### src/rtl/fdl_pkg.sv
// Shared definitions for the fine-delay-line tuning loop: legal thermometer
// codes, FSM encoding and the one-tap shift helpers.
package fdl_pkg;

  localparam int Q_W = 6;

  // Legal thermometer codes, ordered from maximum to minimum fine delay.
  localparam logic [Q_W-1:0] Q_CODE [7] = '{
    6'b000000, 6'b100000, 6'b110000, 6'b111000,
    6'b111100, 6'b111110, 6'b111111
  };
  localparam logic [Q_W-1:0] Q_MAX_DLY = Q_CODE[0];
  localparam logic [Q_W-1:0] Q_MID     = Q_CODE[3];
  localparam logic [Q_W-1:0] Q_MIN_DLY = Q_CODE[6];

  typedef enum logic [1:0] {
    ST_IDLE,
    ST_TRACK,
    ST_WAIT_F,
    ST_WAIT_C
  } fsm_state_t;

  // Add delay clears the lowest set bit; remove delay sets the highest clear bit.
  function automatic logic [Q_W-1:0] q_add_delay(input logic [Q_W-1:0] q);
    return {q[Q_W-2:0], 1'b0};
  endfunction

  function automatic logic [Q_W-1:0] q_rem_delay(input logic [Q_W-1:0] q);
    return {1'b1, q[Q_W-1:1]};
  endfunction

endpackage

### src/rtl/fdl_pd_filter.sv
// Up/down integrator for phase-detector decisions; emits a one-cycle step
// request once FILT_LEN agreeing samples accumulate.
module fdl_pd_filter
#(
  parameter int FILT_LEN = 4
)(
  input  logic clk,
  input  logic rst,
  input  logic act,
  input  logic clr,
  input  logic pd_up,
  input  logic pd_dn,
  output logic step_up,
  output logic step_dn
);

  localparam int FW = 5;
  localparam logic signed [FW-1:0] ZERO = 5'sd0;
  localparam logic signed [FW-1:0] ONE  = 5'sd1;
  localparam logic signed [FW-1:0] LIM  = FW'(FILT_LEN);
  localparam logic signed [FW-1:0] NLIM = -LIM;

  logic signed [FW-1:0] fcnt;
  logic signed [FW-1:0] fcnt_nxt;

  // A reversal restarts the count at +/-1 instead of walking back through zero.
  always_comb begin
    fcnt_nxt = fcnt;
    step_up  = 1'b0;
    step_dn  = 1'b0;
    if (act && pd_up && !pd_dn)
      fcnt_nxt = (fcnt < ZERO) ? ONE : fcnt + ONE;
    else if (act && pd_dn && !pd_up)
      fcnt_nxt = (fcnt > ZERO) ? -ONE : fcnt - ONE;
    if (fcnt_nxt == LIM)
      step_up = 1'b1;
    if (fcnt_nxt == NLIM)
      step_dn = 1'b1;
  end

  always_ff @(posedge clk or posedge rst) begin
    if (rst)
      fcnt <= ZERO;
    else if (clr || step_up || step_dn)
      fcnt <= ZERO;
    else
      fcnt <= fcnt_nxt;
  end

endmodule

### src/rtl/fdl_tune_ctrl.sv
// Fine delay line tuning controller: steps the thermometer select one tap per
// filtered PD decision, hands off to the coarse stage at range ends, reports lock.
module fdl_tune_ctrl
  import fdl_pkg::*;
#(
  parameter int FILT_LEN  = 4,
  parameter int STEP_WAIT = 3,
  parameter int CRS_WAIT  = 8,
  parameter int LOCK_CNT  = 6
)(
  input  logic           clk,
  input  logic           rst,
  input  logic           en,
  input  logic           pd_up,
  input  logic           pd_dn,
  input  logic           crs_at_max,
  input  logic           crs_at_min,
  output logic [Q_W-1:0] Q,
  output logic           coarse_inc,
  output logic           coarse_dec,
  output logic           sat,
  output logic           locked
);

  localparam logic [7:0] SW_LOAD = (STEP_WAIT > 0) ? 8'(STEP_WAIT - 1) : 8'd0;
  localparam logic [7:0] CW_LOAD = 8'(CRS_WAIT - 1);
  localparam logic [7:0] LC      = 8'(LOCK_CNT);

  fsm_state_t     state, state_nxt;
  logic [7:0]     timer, timer_nxt;
  logic [Q_W-1:0] q_nxt;
  logic           inc_nxt, dec_nxt, sat_nxt;
  logic           step_up, step_dn, act;
  logic           fine_step, fine_up, lock_clr;
  logic [7:0]     rev_cnt, rev_nxt;
  logic           have_last, last_up;

  assign act = en && (state == ST_TRACK);

  fdl_pd_filter #(.FILT_LEN(FILT_LEN)) u_filt (
    .clk     (clk),
    .rst     (rst),
    .act     (act),
    .clr     (!act),
    .pd_up   (pd_up),
    .pd_dn   (pd_dn),
    .step_up (step_up),
    .step_dn (step_dn)
  );

  always_comb begin
    state_nxt = state;
    timer_nxt = timer;
    q_nxt     = Q;
    inc_nxt   = 1'b0;
    dec_nxt   = 1'b0;
    sat_nxt   = sat;
    fine_step = 1'b0;
    fine_up   = 1'b0;
    lock_clr  = 1'b0;
    if (!en) begin
      state_nxt = ST_IDLE;
      timer_nxt = 8'd0;
      sat_nxt   = 1'b0;
      lock_clr  = 1'b1;
    end else begin
      case (state)
        ST_IDLE: state_nxt = ST_TRACK;
        ST_TRACK: begin
          if (step_up) begin
            if (Q != Q_MAX_DLY) begin
              q_nxt     = q_add_delay(Q);
              fine_step = 1'b1;
              fine_up   = 1'b1;
            end else if (!crs_at_max) begin
              // Wrap to the opposite fine end so total delay stays continuous.
              q_nxt     = Q_MIN_DLY;
              inc_nxt   = 1'b1;
              sat_nxt   = 1'b0;
              lock_clr  = 1'b1;
              state_nxt = ST_WAIT_C;
              timer_nxt = CW_LOAD;
            end else begin
              sat_nxt  = 1'b1;
              lock_clr = 1'b1;
            end
          end else if (step_dn) begin
            if (Q != Q_MIN_DLY) begin
              q_nxt     = q_rem_delay(Q);
              fine_step = 1'b1;
            end else if (!crs_at_min) begin
              q_nxt     = Q_MAX_DLY;
              dec_nxt   = 1'b1;
              sat_nxt   = 1'b0;
              lock_clr  = 1'b1;
              state_nxt = ST_WAIT_C;
              timer_nxt = CW_LOAD;
            end else begin
              sat_nxt  = 1'b1;
              lock_clr = 1'b1;
            end
          end
          if (fine_step) begin
            sat_nxt = 1'b0;
            if (STEP_WAIT > 0) begin
              state_nxt = ST_WAIT_F;
              timer_nxt = SW_LOAD;
            end
          end
        end
        ST_WAIT_F, ST_WAIT_C: begin
          if (timer == 8'd0)
            state_nxt = ST_TRACK;
          else
            timer_nxt = timer - 8'd1;
        end
        default: state_nxt = ST_IDLE;
      endcase
    end
  end

  // Reversal counting: only a direction change against the previous fine step counts.
  always_comb begin
    rev_nxt = 8'd0;
    if (have_last && (fine_up != last_up))
      rev_nxt = (rev_cnt == LC) ? rev_cnt : rev_cnt + 8'd1;
  end

  always_ff @(posedge clk or posedge rst) begin
    if (rst) begin
      state      <= ST_IDLE;
      timer      <= 8'd0;
      Q          <= Q_MID;
      coarse_inc <= 1'b0;
      coarse_dec <= 1'b0;
      sat        <= 1'b0;
    end else begin
      state      <= state_nxt;
      timer      <= timer_nxt;
      Q          <= q_nxt;
      coarse_inc <= inc_nxt;
      coarse_dec <= dec_nxt;
      sat        <= sat_nxt;
    end
  end

  always_ff @(posedge clk or posedge rst) begin
    if (rst) begin
      rev_cnt   <= 8'd0;
      locked    <= 1'b0;
      have_last <= 1'b0;
      last_up   <= 1'b0;
    end else if (lock_clr) begin
      rev_cnt   <= 8'd0;
      locked    <= 1'b0;
      have_last <= 1'b0;
    end else if (fine_step) begin
      rev_cnt   <= rev_nxt;
      locked    <= (rev_nxt == LC);
      have_last <= 1'b1;
      last_up   <= fine_up;
    end
  end

endmodule
### config.mk
export PLATFORM = sky130hd
export DESIGN_NAME = fdl_tune_ctrl
export DESIGN_NICKNAME = d
export VERILOG_FILES = /design/src/rtl/fdl_pkg.sv /design/src/rtl/fdl_pd_filter.sv /design/src/rtl/fdl_tune_ctrl.sv
export SDC_FILE = /design/constraint.sdc
export NUM_CORES = 1
export LEC_CHECK = 0
export ABC_AREA = 1
export BUFFER_PORTS_ARGS = -buffer_cell sky130_fd_sc_hd__buf_4
export CAP_MARGIN = 10
export CELL_PAD_IN_SITES_DETAIL_PLACEMENT = 0
export CELL_PAD_IN_SITES_GLOBAL_PLACEMENT = 1
export CORE_ASPECT_RATIO = 0.6
export CORE_MARGIN = 3
export CORE_UTILIZATION = 45
export DETAILED_ROUTE_END_ITERATION = 10
export PLACE_DENSITY = 0.87
export RECOVER_POWER = 50
export SLEW_MARGIN = 20
export SYNTH_ARGS = -nofsm -noshare
export SYNTH_HDL_FRONTEND = slang
export SYNTH_SLANG_ARGS = --single-unit
export TNS_END_PERCENT = 50
### constraint.sdc
create_clock -name clk -period 2.8 [get_ports clk]
set_clock_uncertainty 0.2 [all_clocks]
set_input_delay 0.14 -clock clk [delete_from_list [all_inputs] [get_ports clk]]
set_output_delay 0.14 -clock clk [all_outputs]
set_load 0.01 [all_outputs]
==> results by group, run 1 <==
Status
  – Status: finished, final reports clean

Detailed routing
  – Via count: 2,260
  – Met2 WL: 2160 um
  – First drt pass iteration count: 4
  – Max layer used: met4
  – DRC violations left: 0
  – Routed Antenna Nets: 0
  – WL final: 5750 um
  – WL/cell: 12.8 um
  – Wl on met1: 3210 um
  – DRT iter0 DRCs: 148
  – Vias/cell: 5.03
  – DR WL met3: 319 um

Floorplan
  – DIE HEIGHT: 64.3 um
  – Row count: 20
  – Core area: 5260 um^2
  – Die width: 103 um
  – Initial core utilization: 48.5%
  – I/O pin count: 17
  – Die ar.: 6630 um^2

Logic synthesis
  – Count leader, synth: nand2_1
  – Flip-flop and latch count after synthesis: 35
  – Top_reg_cell synth: dfrtp_1
  – Mapped Area: 2550 um^2
  – Synth top cells by count: 83 x nand2_1, 47 x inv_1, 32 x dfrtp_1
  – Top-area cell type share of the netlist area: 31.4%
  – Async SR Flop Fraction: 100%
  – Sequential area share after synthesis: 34.5%
  – Area leader, netlist: dfrtp_1
  – Count of different cell masters after synthesis: 38
  – Synth area leaders: dfrtp_1 31%, nand2_1 12%, inv_1 6.9%, nand3_1 4.7%, nor2_1 4.6%
  – Syn Area/Cell: 7.30 um^2
  – Gate Count Post-Synth: 349
  – Yosys warns: 0
  – Post-synth EDFFs: 0
  – Synth Net Count: 363

Pwr
  – Worst VDD drop: 0.000237 V
  – Static Leakage: 1.41 nW
  – Pwr Total: 1.44 mW
  – Pwr/cell area: 491 nW/um^2

Finish
  – Nets@finish: 397
  – N_diodes: 0
  – Area grow syn2layout: 15.3%
  – Fraction of layout cells with a size suffix above 1: 20.6%
  – Fill count: 503

Placed design
  – Post-placement setup slack: 0.154 ns
  – I/O Buffers: 16
  – Routability Congestion: 0.874
  – Post-DP HPWL: 4300 um

Global routing
  – Gr ovfl total: 0
  – Largest net degree at the start of global routing: 27
  – First-pass GRT wire length: 9680 um
  – Initial antenna violation count: 0
  – Vias in the first global route: 2,030
  – GRT Util Overall: 18.5%

STA
  – Fin. max-slew vios: 0
  – Normalized max-slew margin: 2.71%
  – Fin. Hold Viols: 0
  – Min Tclk post-route: 2.62 ns
  – Final WS setup: 0.177 ns
  – Fin crit share: 93.7%
  – Max Clk Rate: 381 MHz
  – Final Setup Violations: 0
  – Worst Tran Pin Value: 1.46 ns

Clock network
  – H-tree Lvls: 2
  – Clk slew on worst S/H paths: 0.07 ns
  – CTS Sinks: 35
  – CTS tree: yes
  – Clk buf depth: 2
  – CTS root buf: clkbuf_8
  – Worst skew pair latency: 0.29 ns
  – CTS Buf Count: 5

Setup path
  – Worst R2R Path Depth: 16
  – Worst Path Max Fanout: 16
  – Startpoint types: register
  – Critical Path RT: 2.78 ns
  – Critical Setup Path Class: register to register
  – Endpoint type of the worst setup path: register
  – Critical Path AT: 2.60 ns

Hold path
  – Hold/Removal Path Class: primary input to asynchronous set/reset pin

Job
  – Max-cap viol count: 0
-- where the power goes --
group          switching, mW  leakage (nW)  internal, mW
clock network          0.182        0.0470         0.193
registers             0.0481         0.453         0.570
logic                  0.289         0.909         0.161
-- worst paths after layout --
check | start | endpoint | slack, ns
setup / recovery | u_filt.fcnt[0] | timer[4] | 0.18
hold / removal | rst | timer[5] | 0.19
setup reg to reg | u_filt.fcnt[0] | timer[4] | 0.18
hold reg to reg | timer[0] | timer[0] | 0.29
max in group asynchronous | rst | Q[2] | 0.54
min in group clk | timer[0] | timer[0] | 0.29
-- critical path, stage by stage (launching register included) --
cell	delay, ns
dfrtp_1	0.40
inv_1	0.15
ha_1	0.20
a21oi_1	0.10
buf_4	0.15
a21oi_1	0.14
nand2_1	0.07
nand2_1	0.10
nand2_2	0.11
nor2_4	0.14
nand2_4	0.10
o21ai_2	0.18
o21ai_2	0.09
nand3_2	0.13
nand2_8	0.13
nand2_1	0.10
o21ai_2	0.05
-- layout by cell type, fill, tap and decap left out, drive strengths merged, types with 3 or more instances in the layout --
| cell type | n |
|---|---|
| nand3 | 27 |
| buf | 21 |
| dfrtp | 32 |
| o22ai | 7 |
| xor2 | 7 |
| a21oi | 12 |
| nor3 | 6 |
| dlygate4sd3 | 4 |
| o21ai | 23 |
| inv | 53 |
| nor2 | 41 |
| nor4 | 6 |
| ha | 7 |
| clkbuf | 15 |
| o211ai | 3 |
| dfstp | 3 |
| nand2 | 96 |
| nand4 | 9 |
-- cells by family (layout without fill, tap and decap cells) --
kind of cell / count (synthesis) / in the layout / share of synthesized area, %
AND/OR/NAND/NOR: 187 / 188 / 36.1
buffers and inverters: 62 / 95 / 10.6
AO/OA/AOI/OAI: 50 / 50 / 12.6
flip-flops: 35 / 35 / 34.5
XOR/XNOR: 8 / 8 / 2.75
adder cells (fa/ha/maj): 7 / 7 / 3.44
-- metrics by stage --
stage	hold slack (ns)	utilization [%]	cells	cell area [um^2]	TNS, ns
2_1_floorplan	0.0124	-	349	2550	0
3_3_place_gp	-0.0503	53.0	434	2780	0
3_5_place_dp	-0.0420	53.0	434	2780	0
4_1_cts	0.198	55.4	445	2910	0
5_1_grt	0.230	55.9	449	2940	-0.0552
6_report	0.187	55.9	449	2940	0
-- sequential cells by signal, indices dropped and copies added (netlist names) --
register,cells
locked,1
timer,8
last_up,1
state,2
u_filt.fcnt,5
Q,6
rev_cnt,8
have_last,1
coarse_dec,1
sat,1
coarse_inc,1
-- cell type report --
| type | count | area (um^2) | share of cell area (%) |
|---|---|---|---|
| Clock inverter | 1 | 5.00 | 0.170 |
| Multi-Input combinational cell | 253 | 1430 | 48.6 |
| Sequential cell | 35 | 880 | 30.0 |
| Inverter | 54 | 208 | 7.07 |
| Tap cell | 66 | 82.6 | 2.81 |
| Timing Repair Buffer | 34 | 251 | 8.56 |
| Clock buffer | 6 | 82.6 | 2.81 |
-- metal layers --
| layer | global-route usage [%] | vias to the layer above |
|---|---|---|
| met5 | 0 | - |
| met4 | 5.01 | 0 |
| met3 | 3.60 | 8 |
| met2 | 24.0 | 50 |
| met1 | 30.0 | 1010 |
| li1 | - | 1192 |
-- repair_timing --
item,4_1_cts,5_1_grt
hold endpoints to repair,12,0
setup endpoints to repair,0,14
setup buffers,0,3
gates resized for setup,0,6
hold buffers,4,0
Power figures use the tool's default switching activity.
==> run 2, diff against run 1 <==
--- a/config.mk
+++ b/config.mk
@@ -14,7 +14,7 @@
 export CORE_MARGIN = 3
 export CORE_UTILIZATION = 45
 export DETAILED_ROUTE_END_ITERATION = 10
-export PLACE_DENSITY = 0.87
+export PLACE_DENSITY = 0.82
 export RECOVER_POWER = 50
 export SLEW_MARGIN = 20
 export SYNTH_ARGS = -nofsm -noshare
==> constraint.sdc (replaced) <==
create_clock -name clk -period 3.21 [get_ports clk]
set_clock_uncertainty 0.2 [all_clocks]
set_input_delay 0.1605 -clock clk [delete_from_list [all_inputs] [get_ports clk]]
set_output_delay 0.1605 -clock clk [all_outputs]
set_load 0.01 [all_outputs]
==> run 2 against run 1 <==
Against the previous run: flip-flop and latch count is the same; final cell count shrank 2.7%; via count shrank 2.5%; non-clock buffer count shrank 12; worst hold slack lost 0.15 ns; sequential power shrank 13%; largest cell class unchanged; clock power shrank 5.9%; first-iteration DRC count shrank 14%; sequential share of layout area grew 1.3 points; global-route usage shrank 0.16 points.
==> results by group, run 2 (synthesis results as in run 1) <==
Status
  – Status: finished, final reports clean

Finish
  – N_diodes: 0
  – Biggest regs: rev_cnt (8), timer (8), Q (6)
  – Most common cell after layout, fill and taps aside: nand2_1
  – Final core utilization: 53.5%
  – Area grow syn2layout: 10.3%
  – Nets@finish: 384
  – Most frequent cells in the layout: 83 x nand2_1, 47 x inv_1, 32 x dfrtp_1, 31 x nor2_1, 24 x nand3_1
  – Fraction of layout cells with a size suffix above 1: 17.3%

Pwr
  – Worst VDD drop: 0.000192 V
  – Pwr Total: 1.27 mW
  – Static Leakage: 1.34 nW
  – Pwr/cell area: 451 nW/um^2

Clock network
  – CTS Buf Count: 5
  – # resized after CTS: 0
  – Worst skew pair latency: 0.28 ns
  – CTS Sinks: 35
  – H-tree Lvls: 2
  – CTS root buf: clkbuf_8
  – CTS tree: yes
  – Clk slew on worst S/H paths: 0.07 ns
  – Clk buf depth: 2

Placed design
  – Post-DP HPWL: 4140 um
  – I/O Buffers: 16
  – Post-placement setup slack: 0.389 ns
  – Routability Congestion: 0.865

Detailed routing
  – Via count: 2,203
  – WL final: 5500 um
  – DRC violations left: 0
  – Vias/cell: 5.04
  – Routed Antenna Nets: 0
  – DRT iter0 DRCs: 128
  – First drt pass iteration count: 4
  – WL/cell: 12.6 um

Floorplan
  – DIE HEIGHT: 64.3 um
  – I/O pin count: 17
  – Initial core utilization: 48.5%
  – Die width: 103 um
  – Die ar.: 6630 um^2
  – Core area: 5260 um^2
  – Row count: 20

Setup path
  – CP startpoint: u_filt.fcnt[0]
  – R2R Path End: locked
  – Worst R2R Path Depth: 15
  – Worst r2r src: u_filt.fcnt[0]
  – Critical Path RT: 3.22 ns
  – Critical Path AT: 2.86 ns
  – Startpoint types: register
  – Flop-to-flop setup slack: 0.37 ns
  – Critical Setup Path Class: register to register
  – Endpoint type of the worst setup path: register
  – Worst Path Max Fanout: 9
  – CP cell instances: inv_1, ha_1, nor3b_1, nand2_1, nand2_1, nand3_1, a21oi_1, nand2_1, nor2_4, nand2_2, nand2_2, nand2_2, nor2_2, nand3_1, o21bai_1
  – Slowest-stage cell, CP: dfrtp_1
  – Worst path max stage delay: 0.45 ns
  – Worst Setup EP: locked

Global routing
  – Largest net degree at the start of global routing: 19
  – Initial antenna violation count: 0
  – Gr ovfl total: 0
  – Vias in the first global route: 1,991
  – First-pass GRT wire length: 9520 um
  – GRT Util Overall: 18.3%

STA
  – Normalized max-slew margin: 35.3%
  – Min Tclk post-route: 2.84 ns
  – Fin crit share: 88.6%
  – RSZ-0062 raised after global routing: no
  – Final WS setup: 0.366 ns
  – Fin. Hold Viols: 0
  – Max Clk Rate: 352 MHz
  – Final Setup Violations: 0
  – Fin. max-slew vios: 0
  – Fin Setup TNS: 0 ns
  – Worst Tran Pin Value: 0.970 ns

Job
  – Max-cap viol count: 0

Hold path
  – Hold/Removal Path Class: primary input to register
  – Hold Crit Start: en
==> run 2: cell types whose count changed in the layout (fill, tap and decap cells not counted), sizes merged <==
cell         change
clkinv           -1
clkbuf           +2
buf             -11
nor2             -1
dlygate4sd3      -1
==> run 2: repair_timing <==
| action | CTS | global route |
|---|---|---|
| hold buffers | 3 | 0 |
| endpoints found under the hold margin | 19 | 0 |
| buffers inserted | 0 | 0 |
==> run 2: through the flow <==
| step | hold WS (ns) | instances | instance area [um^2] |
|---|---|---|---|
| finish | 0.0353 | 437 | 2810 |
| global placement | 0.122 | 426 | 2710 |
| global route | 0.0250 | 437 | 2810 |
| CTS | 0.0219 | 437 | 2840 |
| detailed placement | 0.135 | 426 | 2710 |
| floorplan | 0.0329 | 349 | 2550 |
==> run 2: layout make-up <==
type	count	area [um^2]
inverters	54	208
multi-input cells	252	1400
repair buffers	22	143
flip-flops and latches	35	880
clock buffers	8	100
well taps	66	82.6
fillers	526	2440
==> run 2: layer usage <==
metal / wire, um / part of all wire (%) / vias to the layer above / GRT usage [%]
li1: - / - / 1171 / -
met1: 3130 / 57 / 978 / 30.0
met2: 2040 / 37 / 50 / 23.2
met3: 287 / 5.2 / 4 / 4.25
met4: 42 / 0.76 / 0 / 4.52
met5: 0 / 0 / - / 0
==> run 2: how the worst min path moves through the flow <==
| stage | slack [ns] | end | cells after the start |
|---|---|---|---|
| after floorplan | 0.03 | coarse_inc | 1 |
| after global placement | 0.12 | rev_cnt[3] | 2 |
| after detailed placement | 0.14 | rev_cnt[3] | 2 |
| after CTS | 0.02 | state[0] | 3 |
| after global routing | 0.03 | sat | 3 |
| final | 0.04 | sat | 3 |
==> run 2: critical path: cells and delay by family (launching register included) <==
| family | cells | cell delay, ns |
|---|---|---|
| AND/OR/NAND/NOR | 11 | 1.50 |
| buffers and inverters | 1 | 0.16 |
| flip-flops | 1 | 0.45 |
| adder cells (fa/ha/maj) | 1 | 0.20 |
| AO/OA/AOI/OAI | 2 | 0.28 |
==> run 2: where the power goes <==
group | internal, mW | switching (mW)
Sequential | 0.497 | 0.0421
Combinational | 0.130 | 0.247
Clock | 0.196 | 0.157
